$ cat src/rtl/comparator_sort_ctrl.sv
// Burst sorter: loads DEPTH words, bubble-sorts them in place through one shared
// 4-bit magnitude comparator (one compare per cycle), then streams them out in order.

module comparator #(
  parameter int WIDTH = 4
) (
  input  logic [WIDTH-1:0] A,
  input  logic [WIDTH-1:0] B,
  output logic             A_greater,
  output logic             A_equal,
  output logic             A_less
);
  assign A_greater = (A > B);
  assign A_equal   = (A == B);
  assign A_less    = (A < B);
endmodule

module comparator_sort_ctrl #(
  parameter int WIDTH   = 4,
  parameter int DEPTH   = 4,
  parameter int DESCEND = 0
) (
  input  logic             clk,
  input  logic             rst,
  input  logic             in_valid,
  output logic             in_ready,
  input  logic [WIDTH-1:0] in_data,
  output logic             out_valid,
  input  logic             out_ready,
  output logic [WIDTH-1:0] out_data,
  output logic             busy,
  output logic [7:0]       swap_cnt
);
  localparam int IDX_W = $clog2(DEPTH);
  localparam logic [IDX_W-1:0] LAST_IDX = IDX_W'(DEPTH - 1);
  localparam logic [IDX_W-1:0] LAST_CMP = IDX_W'(DEPTH - 2);

  typedef enum logic [1:0] {
    ST_LOAD,
    ST_SORT,
    ST_UNLOAD
  } state_e;

  state_e           state_q, state_d;
  logic [WIDTH-1:0] mem_q [DEPTH];
  logic [WIDTH-1:0] mem_d [DEPTH];
  logic [IDX_W-1:0] wr_idx_q, wr_idx_d;
  logic [IDX_W-1:0] rd_idx_q, rd_idx_d;
  logic [IDX_W-1:0] p_q, p_d;
  logic [IDX_W-1:0] j_q, j_d;
  logic [7:0]       swap_cnt_q, swap_cnt_d;

  logic [IDX_W-1:0] j_nx;
  logic             a_gt, a_eq, a_lt;
  logic             do_swap;

  assign j_nx = j_q + IDX_W'(1);

  comparator #(
    .WIDTH(WIDTH)
  ) u_cmp (
    .A        (mem_q[j_q]),
    .B        (mem_q[j_nx]),
    .A_greater(a_gt),
    .A_equal  (a_eq),
    .A_less   (a_lt)
  );

  // Equal neighbours never trade places, which keeps the sort stable.
  assign do_swap = !a_eq && ((DESCEND != 0) ? a_lt : a_gt);

  always_ff @(posedge clk or posedge rst) begin
    if (rst) begin
      state_q    <= ST_LOAD;
      wr_idx_q   <= '0;
      rd_idx_q   <= '0;
      p_q        <= '0;
      j_q        <= '0;
      swap_cnt_q <= '0;
      for (int i = 0; i < DEPTH; i++) begin
        mem_q[i] <= '0;
      end
    end else begin
      state_q    <= state_d;
      wr_idx_q   <= wr_idx_d;
      rd_idx_q   <= rd_idx_d;
      p_q        <= p_d;
      j_q        <= j_d;
      swap_cnt_q <= swap_cnt_d;
      mem_q      <= mem_d;
    end
  end

  always_comb begin
    state_d    = state_q;
    mem_d      = mem_q;
    wr_idx_d   = wr_idx_q;
    rd_idx_d   = rd_idx_q;
    p_d        = p_q;
    j_d        = j_q;
    swap_cnt_d = swap_cnt_q;
    in_ready   = 1'b0;
    out_valid  = 1'b0;
    busy       = 1'b0;

    case (state_q)
      ST_LOAD: begin
        in_ready = 1'b1;
        if (in_valid) begin
          mem_d[wr_idx_q] = in_data;
          if (wr_idx_q == LAST_IDX) begin
            state_d    = ST_SORT;
            wr_idx_d   = '0;
            swap_cnt_d = '0;
            p_d        = '0;
            j_d        = '0;
          end else begin
            wr_idx_d = wr_idx_q + IDX_W'(1);
          end
        end
      end

      // Fixed (DEPTH-1)^2 compare schedule; no early exit even if already sorted.
      ST_SORT: begin
        busy = 1'b1;
        if (do_swap) begin
          mem_d[j_q]  = mem_q[j_nx];
          mem_d[j_nx] = mem_q[j_q];
          swap_cnt_d  = swap_cnt_q + 8'd1;
        end
        if (j_q == LAST_CMP) begin
          j_d = '0;
          if (p_q == LAST_CMP) begin
            state_d  = ST_UNLOAD;
            p_d      = '0;
            rd_idx_d = '0;
          end else begin
            p_d = p_q + IDX_W'(1);
          end
        end else begin
          j_d = j_nx;
        end
      end

      ST_UNLOAD: begin
        out_valid = 1'b1;
        if (out_ready) begin
          if (rd_idx_q == LAST_IDX) begin
            state_d  = ST_LOAD;
            rd_idx_d = '0;
          end else begin
            rd_idx_d = rd_idx_q + IDX_W'(1);
          end
        end
      end

      default: begin
        state_d = ST_LOAD;
      end
    endcase
  end

  assign out_data = mem_q[rd_idx_q];
  assign swap_cnt = swap_cnt_q;

endmodule

$ cat config.mk
export PLATFORM = sky130hd
export DESIGN_NAME = comparator_sort_ctrl
export DESIGN_NICKNAME = d
export VERILOG_FILES = /design/src/rtl/comparator_sort_ctrl.sv
export SDC_FILE = /design/constraint.sdc
export NUM_CORES = 1
export LEC_CHECK = 0
export CELL_PAD_IN_SITES_DETAIL_PLACEMENT = 0
export CELL_PAD_IN_SITES_GLOBAL_PLACEMENT = 2
export CORE_ASPECT_RATIO = 1.75
export CORE_MARGIN = 8
export CORE_UTILIZATION = 30
export CTS_BUF_LIST = sky130_fd_sc_hd__clkbuf_8
export CTS_CLUSTER_DIAMETER = 40
export CTS_CLUSTER_SIZE = 40
export DETAILED_ROUTE_END_ITERATION = 10
export PLACE_DENSITY = 0.69
export SYNTH_ARGS = -nofsm -noshare
export SYNTH_HDL_FRONTEND = slang
export SYNTH_SLANG_ARGS = --single-unit
export TNS_END_PERCENT = 1
$ cat constraint.sdc
create_clock -name clk -period 6.6 [get_ports clk]
set_input_delay 0.66 -clock clk [delete_from_list [all_inputs] [get_ports clk]]
set_output_delay 0.66 -clock clk [all_outputs]
set_load 0.01 [all_outputs]
== After elaboration in Yosys (flattened, before gate mapping) ==
Index checks and enable logic that the tools add are counted.
Widths: inputs -> output; s select.

* Reductions and logical operators: 15
* Equality and inequality tests: 14
* Bitwise gates (word level): 4
* Divide/modulo/power cells: 0
* $add $sub $neg: 5
* $mul: 0
* Muxes and demuxes: 48
* Shift-type cells: 0
* $lt $le $gt $ge: 8

{| class="wikitable"
|+ Operators with widths
! operator !! count
|-
| $bwmux 16 || 3
|-
| $mux 4 || 9
|-
| $mux 16 || 2
|-
| $mux 2 || 16
|-
| $pmux 16 s2 || 1
|-
| $bmux 4 s2 || 3
|-
| $demux 4 s2 || 3
|-
| $mux 8 || 3
|-
| $pmux 8 s2 || 1
|-
| $ne 2x2->1 const B || 7
|-
| $ge 3x3->1 const B || 4
|-
| $not 2->3 || 4
|-
| $pmux 2 s2 || 3
|-
| $reduce_and 4->1 || 3
|-
| $eq 2x2->1 const B || 5
|-
| $lt 3x1->1 const B || 3
|-
| $add 2x1->2 const B || 4
|-
| $add 8x1->8 const B || 1
|-
| $pmux 2 s3 || 1
|-
| $reduce_and 3->1 || 2
|-
| $reduce_and 6->1 || 1
|-
| $eq 4x4->1 || 1
|-
| $gt 4x4->1 || 1
|-
| $logic_and 1x1->1 || 4
|-
| 6 further kinds || 9
|}

* Bits in writable memories: 0
* Bits in latches: 0
* Input port bits: 8
* Bits in registers: 34
* Memories kept: 0
* Word-level logic and storage cells: 104
* ROM bits: 0
* Output and inout bits: 15

== Logic depth before layout (Yosys ltp) ==
Gate-level depths: netlist of the first run.

* Word-level depth: 10
* Depth in mapped cells: 12
* Gate-level depth less buffers: 10

== Cells and area by module ==
From an unflattened synthesis of the first run, not the netlist that was laid out.

* Cell total of the unflattened synthesis: 254
* Area total of the unflattened synthesis: 2585.0 um^2

{| class="wikitable"
|+ Modules (own cells, without submodules)
! module !! cells each !! area an instance (um^2) !! seq. area each (um^2) !! times used
|-
| comparator_sort_ctrl || 238 || 2456.1 || 850.8 || 1
|-
| comparator || 16 || 128.9 || 0.0 || 1
|}

== Worst setup path after synthesis of the first run ==
Ideal clock, no wire load.

* Kind: register to register
* From: reg j_q[0]
* To: reg mem_q[4] (netlist name)
* Stages on the path, launching flop included: 13
* Arrival time: 2723 ps
* Path buffers: 2
* Clock period less this slack: 2851 ps
* Setup time: 128 ps
* Slack: 3749 ps
* Data required time: 6472 ps
* Cell sequence: dfrtp_1 > buf_6 > buf_12 > inv_1 > ha_1 > mux4_2 > inv_1 > ha_1 > nor2b_1 > o211ai_1 > a21o_1 > a21oi_2 > mux2_1

* Word-level cells in the longest chain between the ends: 10
* Elaborated cells between the ends (all ways): 29
* Classes of those cells: add/sub (1); order compare (5); eq/ne (2); mux (14); bitwise (2); reduce/logical (5)

{| class="wikitable"
|+ Ends and longest elaborated chain
! element !! RTL line !! text
|-
| start: declaration || 50 || <nowiki>logic [IDX_W-1:0] j_q, j_d;</nowiki>
|-
| start signal: assignment || 88 || <nowiki>j_q <= j_d;</nowiki>
|-
| parallel branches: the longest is 10 deep, another holds $gt 4x4->1 || -- ||
|-
| end signal: assignment || 90 || <nowiki>mem_q <= mem_d;</nowiki>
|-
| end: declaration || 45 || <nowiki>logic [WIDTH-1:0] mem_q [DEPTH];</nowiki>
|}

Parallel ways; which one is timed is not known. The select of a mux whose other input is x is not followed.
A chain may end at the register's enable or synchronous reset.

== Final worst setup path of the first run ==
* From: reg j_q[0]
* To: reg mem_q[14] (netlist name)

The elaborated chain is that of the path after synthesis.

==> results of run 1 <==
==> critical path: stages, from the launching register on <==
cell	delay, ns
dfrtp_1	0.85
inv_1	0.20
ha_1	0.44
mux4_2	0.43
inv_1	0.09
ha_1	0.23
nor2b_1	0.14
o211ai_1	0.19
a21o_1	0.34
a21oi_2	0.17
mux2_1	0.34
==> Yosys cell counts (2+ instances only) <==
| cell type | count |
|---|---|
| dfrtp_1 | 34 |
| nand3_1 | 28 |
| mux2i_1 | 2 |
| a21oi_1 | 11 |
| nand2_1 | 23 |
| inv_1 | 9 |
| nor2_1 | 2 |
| mux2_1 | 13 |
| mux2_4 | 9 |
| and2_1 | 2 |
| a21oi_2 | 4 |
| buf_2 | 2 |
| mux2_2 | 7 |
| o21ai_1 | 8 |
| clkbuf_1 | 3 |
| ha_1 | 16 |
| a22oi_1 | 13 |
| nor2b_1 | 2 |
| a221o_1 | 2 |
| a22o_1 | 2 |
| inv_2 | 2 |
| or3_1 | 4 |
| a31oi_1 | 2 |
| o21a_1 | 4 |
| and3_1 | 9 |
| a32o_1 | 2 |
| a41oi_1 | 2 |
| a21o_1 | 4 |
| mux4_2 | 8 |
| nor3b_1 | 5 |
==> where the power goes <==
group	internal [mW]	switching [mW]	total, mW
Combinational	0.469	0.594	1.06
Sequential	0.303	0.137	0.440
Clock	0.0826	0.0763	0.159
Total	0.855	0.807	1.66
==> through the flow <==
stage                     utilization [%]  hold slack [ns]  power [mW]
final                               35.32           0.5080       1.662
after global routing                35.32           0.5255       1.793
after CTS                           35.32           0.5093       1.670
after detailed placement            34.21           0.4999       1.502
after global placement              34.21           0.4977       1.504
after floorplan                         -           0.4710       1.151
==> per-layer routing <==
metal	GRT usage, %	share of wire [%]
met1	15.55	37
met2	26.81	54
met3	2.688	4.2
met4	9.020	5.1
met5	0	0
==> placed cells by master (no fill, tap or decap), types with 4 or more instances in the layout <==
| cell | Yosys | final |
|---|---|---|
| and3_1 | 9 | 9 |
| mux2_1 | 13 | 13 |
| mux2_4 | 9 | 9 |
| nand2_1 | 23 | 23 |
| dfrtp_1 | 34 | 34 |
| nor3b_1 | 5 | 5 |
| or3_1 | 4 | 4 |
| ha_1 | 16 | 16 |
| o21a_1 | 4 | 4 |
| clkbuf_8 | 0 | 6 |
| a22oi_1 | 13 | 13 |
| mux4_2 | 8 | 8 |
| a21o_1 | 4 | 4 |
| a21oi_2 | 4 | 4 |
| mux2_2 | 7 | 7 |
| o21ai_1 | 8 | 8 |
| a21oi_1 | 11 | 11 |
| nand3_1 | 28 | 28 |
| inv_1 | 9 | 10 |
| clkdlybuf4s50_1 | 0 | 22 |
==> logic make-up after synthesis <==
family	synth area share (%)
muxes	22.18
DFF	33.66
adders and majority gates	7.921
and+or+nand+nor	16.53
buffers and inverters	3.713
AOI/OAI and AO/OA	15.99
==> area by class of cell <==
type	instances	area (um2)
well taps	92	115.1
repair buffers	24	235.2
clock buffers	6	82.58
multi-input cells	194	1583
flip-flops and latches	34	850.8
inverters	11	41.29
clock inverters	2	8.758
fillers	861	5341
==> sequential cells by signal, indices dropped and copies added (netlist names) <==
signal / count
swap_cnt: 8
j_q: 2
mem_q: 16
rd_idx_q: 2
wr_idx_q: 2
state_q: 2
p_q: 2
==> worst max-delay path by stage <==
stage                       startpoint  cells after the start                      end
floorplan           j_q[0]$_DFFE_PP0P_                     12     mem_q[4]$_DFFE_PP0P_
global placement    j_q[0]$_DFFE_PP0P_                     10    mem_q[13]$_DFFE_PP0P_
detailed placement  j_q[0]$_DFFE_PP0P_                     10    mem_q[12]$_DFFE_PP0P_
finish              j_q[0]$_DFFE_PP0P_                     10    mem_q[14]$_DFFE_PP0P_
CTS                 j_q[0]$_DFFE_PP0P_                     10    mem_q[14]$_DFFE_PP0P_
global route        j_q[0]$_DFFE_PP0P_                     10  swap_cnt[7]$_DFFE_PP0P_
==> key figures, run 1 <==
Outcome
  • Status: finished, final reports clean

Die
  • Die Wd: 85.39 um
  • Initial Util: a little over 30%
  • Die ar.: 0.01173 mm2
  • Core box area: 0.008258 mm2
  • I/O pin cnt: 23
  • Die Y: between 100 and 150 um
  • Row count: 44

Route
  • Drt pass-1 iters: 4
  • Initial detailed-routing violation count: between 150 and 200
  • Vias per inst: just under 6
  • Final ANT Viol Nets: 0
  • WL/cell: about 22 um
  • Via total after detailed routing: between 2000 and 2500
  • DRT Wirelength: 8123 um
  • DRC viols: 0

Clock network
  • Clock Sinks: 34
  • H-tree depth: 2
  • Num CTS Buffers: 5
  • Post-cts sizing count: 0
  • Hold_buf cts: 0
  • Clk slew on worst S/H paths: about 0.07 ns
  • Root buffer cell: clkbuf_8
  • Clock Latency Late Sink: 0.29 ns
  • CTS tree: built
  • Post-CTS setup buffer count: 0
  • Max Buffers Root-to-Sink: 2

Yosys
  • Post-synthesis register bit count: 34
  • Asr flop ratio synth: 100.0%
  • Top cells by area, synth: dfrtp_1 (34%), ha_1 (7.9%), mux4_2 (7.1%)
  • Unique cell type count in the Yosys netlist: 42
  • Register area share after synthesis: roughly 34%
  • Syn. warnings: 0
  • Top-area cell type share of the netlist area: between 30% and 40%
  • Post-Synthesis Cells: 246
  • Top_reg_cell synth: dfrtp_1
  • Mapped Area: 0.002527 mm2
  • Synthesized Nets: 270
  • Syn avg cell area: slightly above 10 um2
  • Cell accounting for the most synthesized area: dfrtp_1
  • EDFF count, synth: 0

Placement
  • GPL Wtd Cong: 0.8308
  • Hpwl dp: approximately 6300 um
  • Dpl cell area: roughly 0.0028 mm2
  • Placed instance count: ~360
  • Dpl ws: around 3.1 ns
  • PortBufs: 22

Critical path
  • R2r setup slk: a little over 3 ns
  • CP max FO: 17
  • Worst flop-to-flop path endpoint: mem_q[14]$_DFFE_PP0P_
  • Crit path arrival time: about 3.7 ns
  • CP Data Required Time: between 6 and 7 ns
  • R2R depth: 10
  • CP startpoint kind: register
  • CP endpoint kind: register
  • Critical R2R Launch: j_q[0]$_DFFE_PP0P_
  • Kind of critical path: register to register

Min path
  • Hold Path Class: register to register
  • Worst hold endpoint: swap_cnt[7]$_DFFE_PP0P_
  • Hold path start: swap_cnt[7]$_DFFE_PP0P_
  • Worst hold path depth: 1

STA
  • # setup viols final: 0
  • Slew HR: slightly below 50%
  • Final hold vios: 0
  • RSZ-0062 raised after global routing: false
  • Final WS setup: between 3 and 4 ns
  • Max frequency: 282.8 MHz
  • Final critical-path share of the clock period: ~54%
  • Tmin final: 3.536 ns
  • Max-slew violations: 0
  • Measured slew at the worst slew-check pin: about 0.78 ns
  • Fin Setup TNS: 0 ns
  • Clock Skew: between 0.006 and 0.007 ns

Pwr
  • PwrDens: 569.8 mW/mm2
  • Leak pwr: 1.328 nW
  • VDD IR max: around 0.30 mV

Finish
  • Share of cells above drive strength 1: between 10% and 20%
  • Post-route insts no fill: roughly 360
  • Nets@finish: around 290
  • Ant diodes: 0
  • Syn-to-layout area delta: 15.40%
  • Final Cell Area: between 0.002 and 0.003 mm2

Flow run
  • Max Cap Viol: 0

GRT
  • Initial antenna violation count: 0
  • Total track usage: between 10% and 20%
  • GRT overflow: 0
  • Largest net degree at the start of global routing: 35
  • First-pass GRT wire length: between 10000 and 15000 um
  • Vias in the first global route: approximately 2300
Power figures use the tool's default switching activity.
==> inputs of run 2 (changes only) <==
--- a/config.mk
+++ b/config.mk
@@ -14,7 +14,7 @@
 export CTS_CLUSTER_DIAMETER = 40
 export CTS_CLUSTER_SIZE = 40
 export DETAILED_ROUTE_END_ITERATION = 10
-export PLACE_DENSITY = 0.69
+export PLACE_DENSITY = 0.72
 export SYNTH_ARGS = -nofsm -noshare
 export SYNTH_HDL_FRONTEND = slang
 export SYNTH_SLANG_ARGS = --single-unit
==> constraint.sdc (replaced) <==
create_clock -name clk -period 3 [get_ports clk]
set_input_delay 0.3 -clock clk [delete_from_list [all_inputs] [get_ports clk]]
set_output_delay 0.3 -clock clk [all_outputs]
set_load 0.01 [all_outputs]
==> run 2 against run 1 <==
- critical path depth shrank 1
- power is 130% higher
- combinational power increased by 140%
- sequential power rose by 120%
- maximum frequency rose by 26%
==> key figures, run 2 (synthesis gave the netlist of run 1 again) <==
STA
  • Max frequency: 355.2 MHz (+26%)
  • Slew HR: 54.62% (+6.4 points)
  • Clock Skew: 0.005891 ns (-0.0002461 ns)
  • Max-slew violations: 0 (unchanged)
  • Final critical-path share of the clock period: 93.86% (+40 points)
  • Tmin final: 2.816 ns (-0.7207 ns)
  • Measured slew at the worst slew-check pin: 0.6792 ns (-0.09791 ns)
  • Final hold vios: 0 (unchanged)
  • Fin Setup TNS: 0 ns (unchanged)
  • # setup viols final: 0 (unchanged)
  • RSZ-0062 raised after global routing: false

Route
  • DRC viols: 0 (unchanged)
  • Final ANT Viol Nets: 0 (unchanged)
  • Drt pass-1 iters: 5 (+1)
  • Via total after detailed routing: 2172 (+3.4%)
  • Vias per inst: 5.854 (+1.2%)
  • Initial detailed-routing violation count: 129 (-21%)
  • WL/cell: 22.38 um (about the same)
  • DRT Wirelength: 8303 um (+2.2%)

Die
  • Row count: 44 (unchanged)
  • Die ar.: 0.01173 mm2 (unchanged)
  • Die Wd: 85.39 um (unchanged)
  • Initial Util: 30.61% (unchanged)
  • Core box area: 0.008258 mm2 (unchanged)
  • Die Y: 137.4 um (unchanged)
  • I/O pin cnt: 23 (unchanged)

Clock network
  • Clock Sinks: 34 (unchanged)
  • CTS tree: built
  • Root buffer cell: clkbuf_8
  • Num CTS Buffers: 5 (unchanged)
  • Hold_buf cts: 0 (unchanged)
  • Post-cts sizing count: 0 (unchanged)
  • H-tree depth: 2 (unchanged)
  • Post-CTS setup buffer count: 0 (unchanged)
  • Clk slew on worst S/H paths: 0.07 ns (about the same)
  • Clock Latency Late Sink: 0.29 ns (about the same)
  • Max Buffers Root-to-Sink: 2 (unchanged)

Finish
  • Top reg by flops: mem_q
  • Syn-to-layout area delta: 18.91%
  • Share of cells above drive strength 1: 17.20% (+2.8 points)
  • FILL cells: 860 (-0.12%)
  • Number of flip-flops under the largest register name: 16 (unchanged)
  • Most frequent cells in the layout: dfrtp_1 (34), nand3_1 (28), nand2_1 (23)
  • Post-route insts no fill: 371 (+2.2%)
  • Nets@finish: 302 (+2.7%)
  • Ant diodes: 0 (unchanged)
  • Final Cell Area: 0.003005 mm2 (+3.0%)
  • Most common cell after layout, fill and taps aside: dfrtp_1

Pwr
  • PwrDens: 1287 mW/mm2 (+130%)
  • Leak pwr: 1.375 nW (+3.5%)
  • VDD IR max: 0.6334 mV (+110%)

GRT
  • Initial antenna violation count: 0 (unchanged)
  • Largest net degree at the start of global routing: 35 (unchanged)
  • GRT overflow: 0 (unchanged)
  • Total track usage: 14.63% (-0.19 points)
  • First-pass GRT wire length: 12650 um (-2.8%)
  • Vias in the first global route: 2246 (-0.27%)

Critical path
  • CP startpoint kind: register
  • Kind of critical path: register to register
  • Critical path's largest stage delay: 0.42 ns (-0.43 ns)
  • R2r setup slk: 0.18 ns (-2.88 ns)
  • CP endpoint kind: register
  • Most common cell on crit path: mux2_4
  • CP Data Required Time: 3.18 ns (-3.59 ns)
  • Crit path arrival time: 2.99 ns (-0.72 ns)
  • R2R depth: 9 (-1)
  • CP max FO: 12 (-5)
  • Slowest-stage cell, CP: dfrtp_1
  • Critical-path cell list: buf_12 -> mux2_4 -> mux2_4 -> ha_1 -> nor2b_1 -> o211ai_1 -> a21o_2 -> a21oi_2 -> mux2_2

Placement
  • Placed instance count: 363 (+2.3%)
  • Dpl cell area: 0.002898 mm2 (+2.6%)
  • Hpwl dp: 6514 um (+4.2%)
  • PortBufs: 22 (unchanged)
  • GPL Wtd Cong: 0.9007 (+8.4%)

Min path
  • Hold Path Class: input port to asynchronous set/reset pin

Outcome
  • Status: finished, final reports clean

Flow run
  • Max Cap Viol: 0 (unchanged)
[run 2: cell types whose count changed in the layout (fill, tap and decap cells not counted)]
cell / change
buf_12: +1
buf_4: +7
a21oi_4: +2
a21oi_2: -2
a21o_2: +1
a21o_1: -1
[run 2: worst max-delay path, delay by kind of cell (launching register included)]
family                     cells  cell delay (ns)
DFF                            1             0.42
AOI/OAI and AO/OA              3             0.68
muxes                          3             0.99
adders and majority gates      1             0.30
and+or+nand+nor                1             0.13
buffers and inverters          1             0.17
[run 2: path summary, 6_finish.rpt]
check,from,endpoint
worst min-delay path,rst,p_q[0]$_DFFE_PP0P_
min in group clk,swap_cnt[7]$_DFFE_PP0P_,swap_cnt[7]$_DFFE_PP0P_
max in group asynchronous,rst,mem_q[8]$_DFFE_PP0P_
worst max register to register,j_q[0]$_DFFE_PP0P_,mem_q[2]$_DFFE_PP0P_
worst max-delay path,j_q[0]$_DFFE_PP0P_,mem_q[2]$_DFFE_PP0P_
worst min register to register,swap_cnt[7]$_DFFE_PP0P_,swap_cnt[7]$_DFFE_PP0P_
[run 2: layout make-up]
class	count	area (um2)	share of cell area, %
Multi-Input combinational cell	194	1599	53.21
Clock buffer	6	82.58	2.748
Timing Repair Buffer	32	307.8	10.24
Sequential cell	34	850.8	28.31
Clock inverter	2	8.758	0.2914
Inverter	11	41.29	1.374
Tap cell	92	115.1	3.830
[run 2: layer usage]
metal | GRT usage (%) | up-vias | part of all wire [%] | wire [um]
met1 | 13.76 | 1066 | 35 | 2943
met4 | 13.43 | 0 | 8.8 | 731
met5 | 0 | - | 0 | 0
met3 | 2.509 | 31 | 3.8 | 315
li1 | - | 999 | - | -
met2 | 26.51 | 76 | 52 | 4312
[run 2: report_power, final]
part / internal [mW] / leakage [nW] / total (mW) / switching [mW]
clock network: 0.182 / 0.0524 / 0.352 / 0.170
registers: 0.667 / 0.444 / 0.951 / 0.283
logic: 1.17 / 0.878 / 2.57 / 1.39
[run 2: per-stage QoR]
step                setup WS [ns]  total power [mW]  util [%]  hold WS, ns
floorplan                  0.1492             2.533         -       0.4416
global placement           0.1833             3.469     35.09       0.4878
detailed placement         0.1574             3.457     35.09       0.4894
CTS                        0.1264             3.826     36.20       0.4288
global route              0.01318             4.142     36.39       0.4776
finish                     0.1843             3.869     36.39       0.4032
==> inputs of run 3 (changes only) <==
--- a/config.mk
+++ b/config.mk
@@ -10,7 +10,6 @@
 export CORE_ASPECT_RATIO = 1.75
 export CORE_MARGIN = 8
 export CORE_UTILIZATION = 30
-export CTS_BUF_LIST = sky130_fd_sc_hd__clkbuf_8
 export CTS_CLUSTER_DIAMETER = 40
 export CTS_CLUSTER_SIZE = 40
 export DETAILED_ROUTE_END_ITERATION = 10
==> run 3 against run 2 <==
- via count shrank 0.78%
- flip-flop and latch count unchanged
- register-to-register slack is essentially flat
- design area rose by 1.9%
- hold slack improved by 0.012 ns
- largest power group unchanged
- die area unchanged
==> key figures, run 3 (synthesis gave the netlist of run 1 again) <==
Placement
  • Placed instance count: 363 (unchanged)
  • Dpl ws: 0.1574 ns (unchanged)
  • GPL Wtd Cong: 0.9007 (unchanged)
  • PortBufs: 22 (unchanged)
  • Dpl cell area: 0.002898 mm2 (unchanged)
  • Hpwl dp: 6514 um (unchanged)

Pwr
  • Fraction of power consumed by combinational cells: 63.5% (-2.8 points)
  • Tot Pwr: 4.037 mW (+4.4%)
  • Leak pwr: 1.396 nW (+1.6%)
  • Switch Pwr: 1.868 mW (+1.1%)
  • Sw frac: 46.27% (-1.5 points)
  • Clock share of power: 12.9% (+3.8 points)
  • VDD IR max: 0.6280 mV (-0.86%)
  • Reg power frac: 23.6% (-1.0 points)
  • Internal power: 2.169 mW (+7.3%)
  • PwrDens: 1319 mW/mm2 (+2.4%)

STA
  • Max-slew violations: 0 (unchanged)
  • Clock Skew: 0.002655 ns (-0.003236 ns)
  • WHS: 0.4154 ns (+0.01223 ns)
  • RSZ-0062 raised after global routing: false
  • Tmin final: 2.814 ns (-0.002114 ns)
  • Fin Setup TNS: 0 ns (unchanged)
  • Final hold vios: 0 (unchanged)
  • Final WS setup: 0.1865 ns (+0.002114 ns)
  • Measured slew at the worst slew-check pin: 0.6738 ns (-0.005353 ns)
  • Final critical-path share of the clock period: 93.78% (about the same)
  • Slew HR: 54.98% (+0.36 points)
  • # setup viols final: 0 (unchanged)
  • Max frequency: 355.4 MHz (about the same)

Critical path
  • R2R depth: 10 (+1)
  • CP max FO: 7 (-5)
  • Slowest-stage cell, CP: dfrtp_1
  • Crit path arrival time: 2.98 ns (about the same)
  • Most common cell on crit path: ha_1
  • CP endpoint kind: register
  • Critical-path cell list: inv_2 -> ha_1 -> mux4_2 -> inv_1 -> ha_1 -> nand4_1 -> nand2_1 -> a21o_2 -> a21oi_2 -> mux2_2
  • Crit path max-delay family: multiplexers
  • CP Data Required Time: 3.16 ns (-0.02 ns)
  • Worst Setup SP: j_q[1]$_DFFE_PP0P_
  • Worst flop-to-flop path endpoint: mem_q[2]$_DFFE_PP0P_
  • Critical R2R Launch: j_q[1]$_DFFE_PP0P_
  • R2r setup slk: 0.19 ns (about the same)
  • Kind of critical path: register to register
  • Worst path bufs/invs: 2 (+1)
  • Critical path's largest stage delay: 0.48 ns (+0.06 ns)
  • CP startpoint kind: register

Outcome
  • Status: finished, final reports clean

Route
  • Initial detailed-routing violation count: 150 (+16%)
  • DRT Wirelength: 8309 um (about the same)
  • Drt pass-1 iters: 4 (-1)
  • DRC viols: 0 (unchanged)
  • WL/cell: 22.40 um (about the same)
  • Via total after detailed routing: 2155 (-0.78%)
  • Final ANT Viol Nets: 0 (unchanged)
  • Vias per inst: 5.809 (-0.78%)

Clock network
  • Max Buffers Root-to-Sink: 2 (unchanged)
  • Num CTS Buffers: 5 (unchanged)
  • Root buffer cell: clkbuf_16
  • H-tree depth: 2 (unchanged)
  • Clock Sinks: 34 (unchanged)
  • Clk slew on worst S/H paths: 0.05 ns (-0.02 ns)
  • Clock Latency Late Sink: 0.28 ns (about the same)
  • CTS tree: built

Finish
  • Seq. cell area: 850.8 um2 (unchanged)
  • Number of flip-flops under the largest register name: 16 (unchanged)
  • Syn-to-layout area delta: 21.14%
  • Nets@finish: 302 (unchanged)
  • Area of the multi-input gates: 0.001599 mm2 (unchanged)
  • Post-route insts no fill: 371 (unchanged)
  • FILL cells: 850 (-1.2%)
  • Most common cell after layout, fill and taps aside: dfrtp_1
  • Top reg by flops: mem_q
  • Final core occ: 37.08% (+0.68 points)
  • Most frequent cells in the layout: dfrtp_1 (34), nand3_1 (28), nand2_1 (23)
  • Share of cells above drive strength 1: 17.20% (unchanged)
  • Ant diodes: 0 (unchanged)
  • Final Cell Area: 0.003062 mm2 (+1.9%)

GRT
  • First-pass GRT wire length: 12650 um (about the same)
  • Initial antenna violation count: 0 (unchanged)
  • GRT overflow: 0 (unchanged)
  • Largest net degree at the start of global routing: 35 (unchanged)
  • Total track usage: 14.68% (+0.050 points)
  • Vias in the first global route: 2246 (unchanged)

Die
  • I/O pin cnt: 23 (unchanged)
  • Die ar.: 0.01173 mm2 (unchanged)
  • Initial Util: 30.61% (unchanged)
  • Die Wd: 85.39 um (unchanged)
  • Row count: 44 (unchanged)
  • Core box area: 0.008258 mm2 (unchanged)
  • Die Y: 137.4 um (unchanged)

Flow run
  • Max Cap Viol: 0 (unchanged)

Min path
  • Hold Path Class: input port to asynchronous set/reset pin
==> run 3: changes by cell type in the layout (fill, tap and decap cells not counted) <==
cell and change:
clkbuf_8 -5, inv_1 -1, clkbuf_16 +5, clkbuf_1 +1
==> run 3: timing repair <==
item,4_1_cts,5_1_grt
setup buffers,0,0
endpoints found under the setup margin,0,15
gates resized for setup,0,3
hold buffers,0,0
endpoints found under the hold margin,0,0
==> run 3: power by group through the flow <==
stage | registers, mW | clock network, mW | logic (mW)
2_1_floorplan | 0.868 | 0 | 1.66
3_3_place_gp | 0.959 | 0 | 2.51
3_5_place_dp | 0.956 | 0 | 2.50
4_1_cts | 0.951 | 0.531 | 2.51
5_1_grt | 0.983 | 0.553 | 2.78
6_report | 0.953 | 0.521 | 2.56
==> run 3: worst max-delay path by stage <==
| stage | endpoint | cells past startpoint |
|---|---|---|
| after floorplan | mem_q[4]$_DFFE_PP0P_ | 12 |
| after global placement | mem_q[15]$_DFFE_PP0P_ | 9 |
| after detailed placement | mem_q[15]$_DFFE_PP0P_ | 9 |
| after CTS | mem_q[15]$_DFFE_PP0P_ | 9 |
| after global routing | mem_q[1]$_DFFE_PP0P_ | 10 |
| final | mem_q[2]$_DFFE_PP0P_ | 10 |
==> run 3: layout make-up <==
class | count | area share (%)
Multi-Input combinational cell | 194 | 52.23
Sequential cell | 34 | 27.79
Timing Repair Buffer | 32 | 10.05
Clock buffer | 7 | 4.659
Tap cell | 92 | 3.760
Inverter | 11 | 1.349
Clock inverter | 1 | 0.1635
==> run 3: worst min-delay path, cell delays in order <==
cell	delay [ns]
clkdlybuf4s50_1	0.40
inv_1	0.05
buf_4	0.38
==> run 3: metal layers <==
| layer | routed length, um | track usage (%) |
|---|---|---|
| met5 | 0 | 0 |
| met4 | 686 | 12.94 |
| met3 | 235 | 2.509 |
| met2 | 4362 | 26.90 |
| met1 | 3024 | 13.76 |
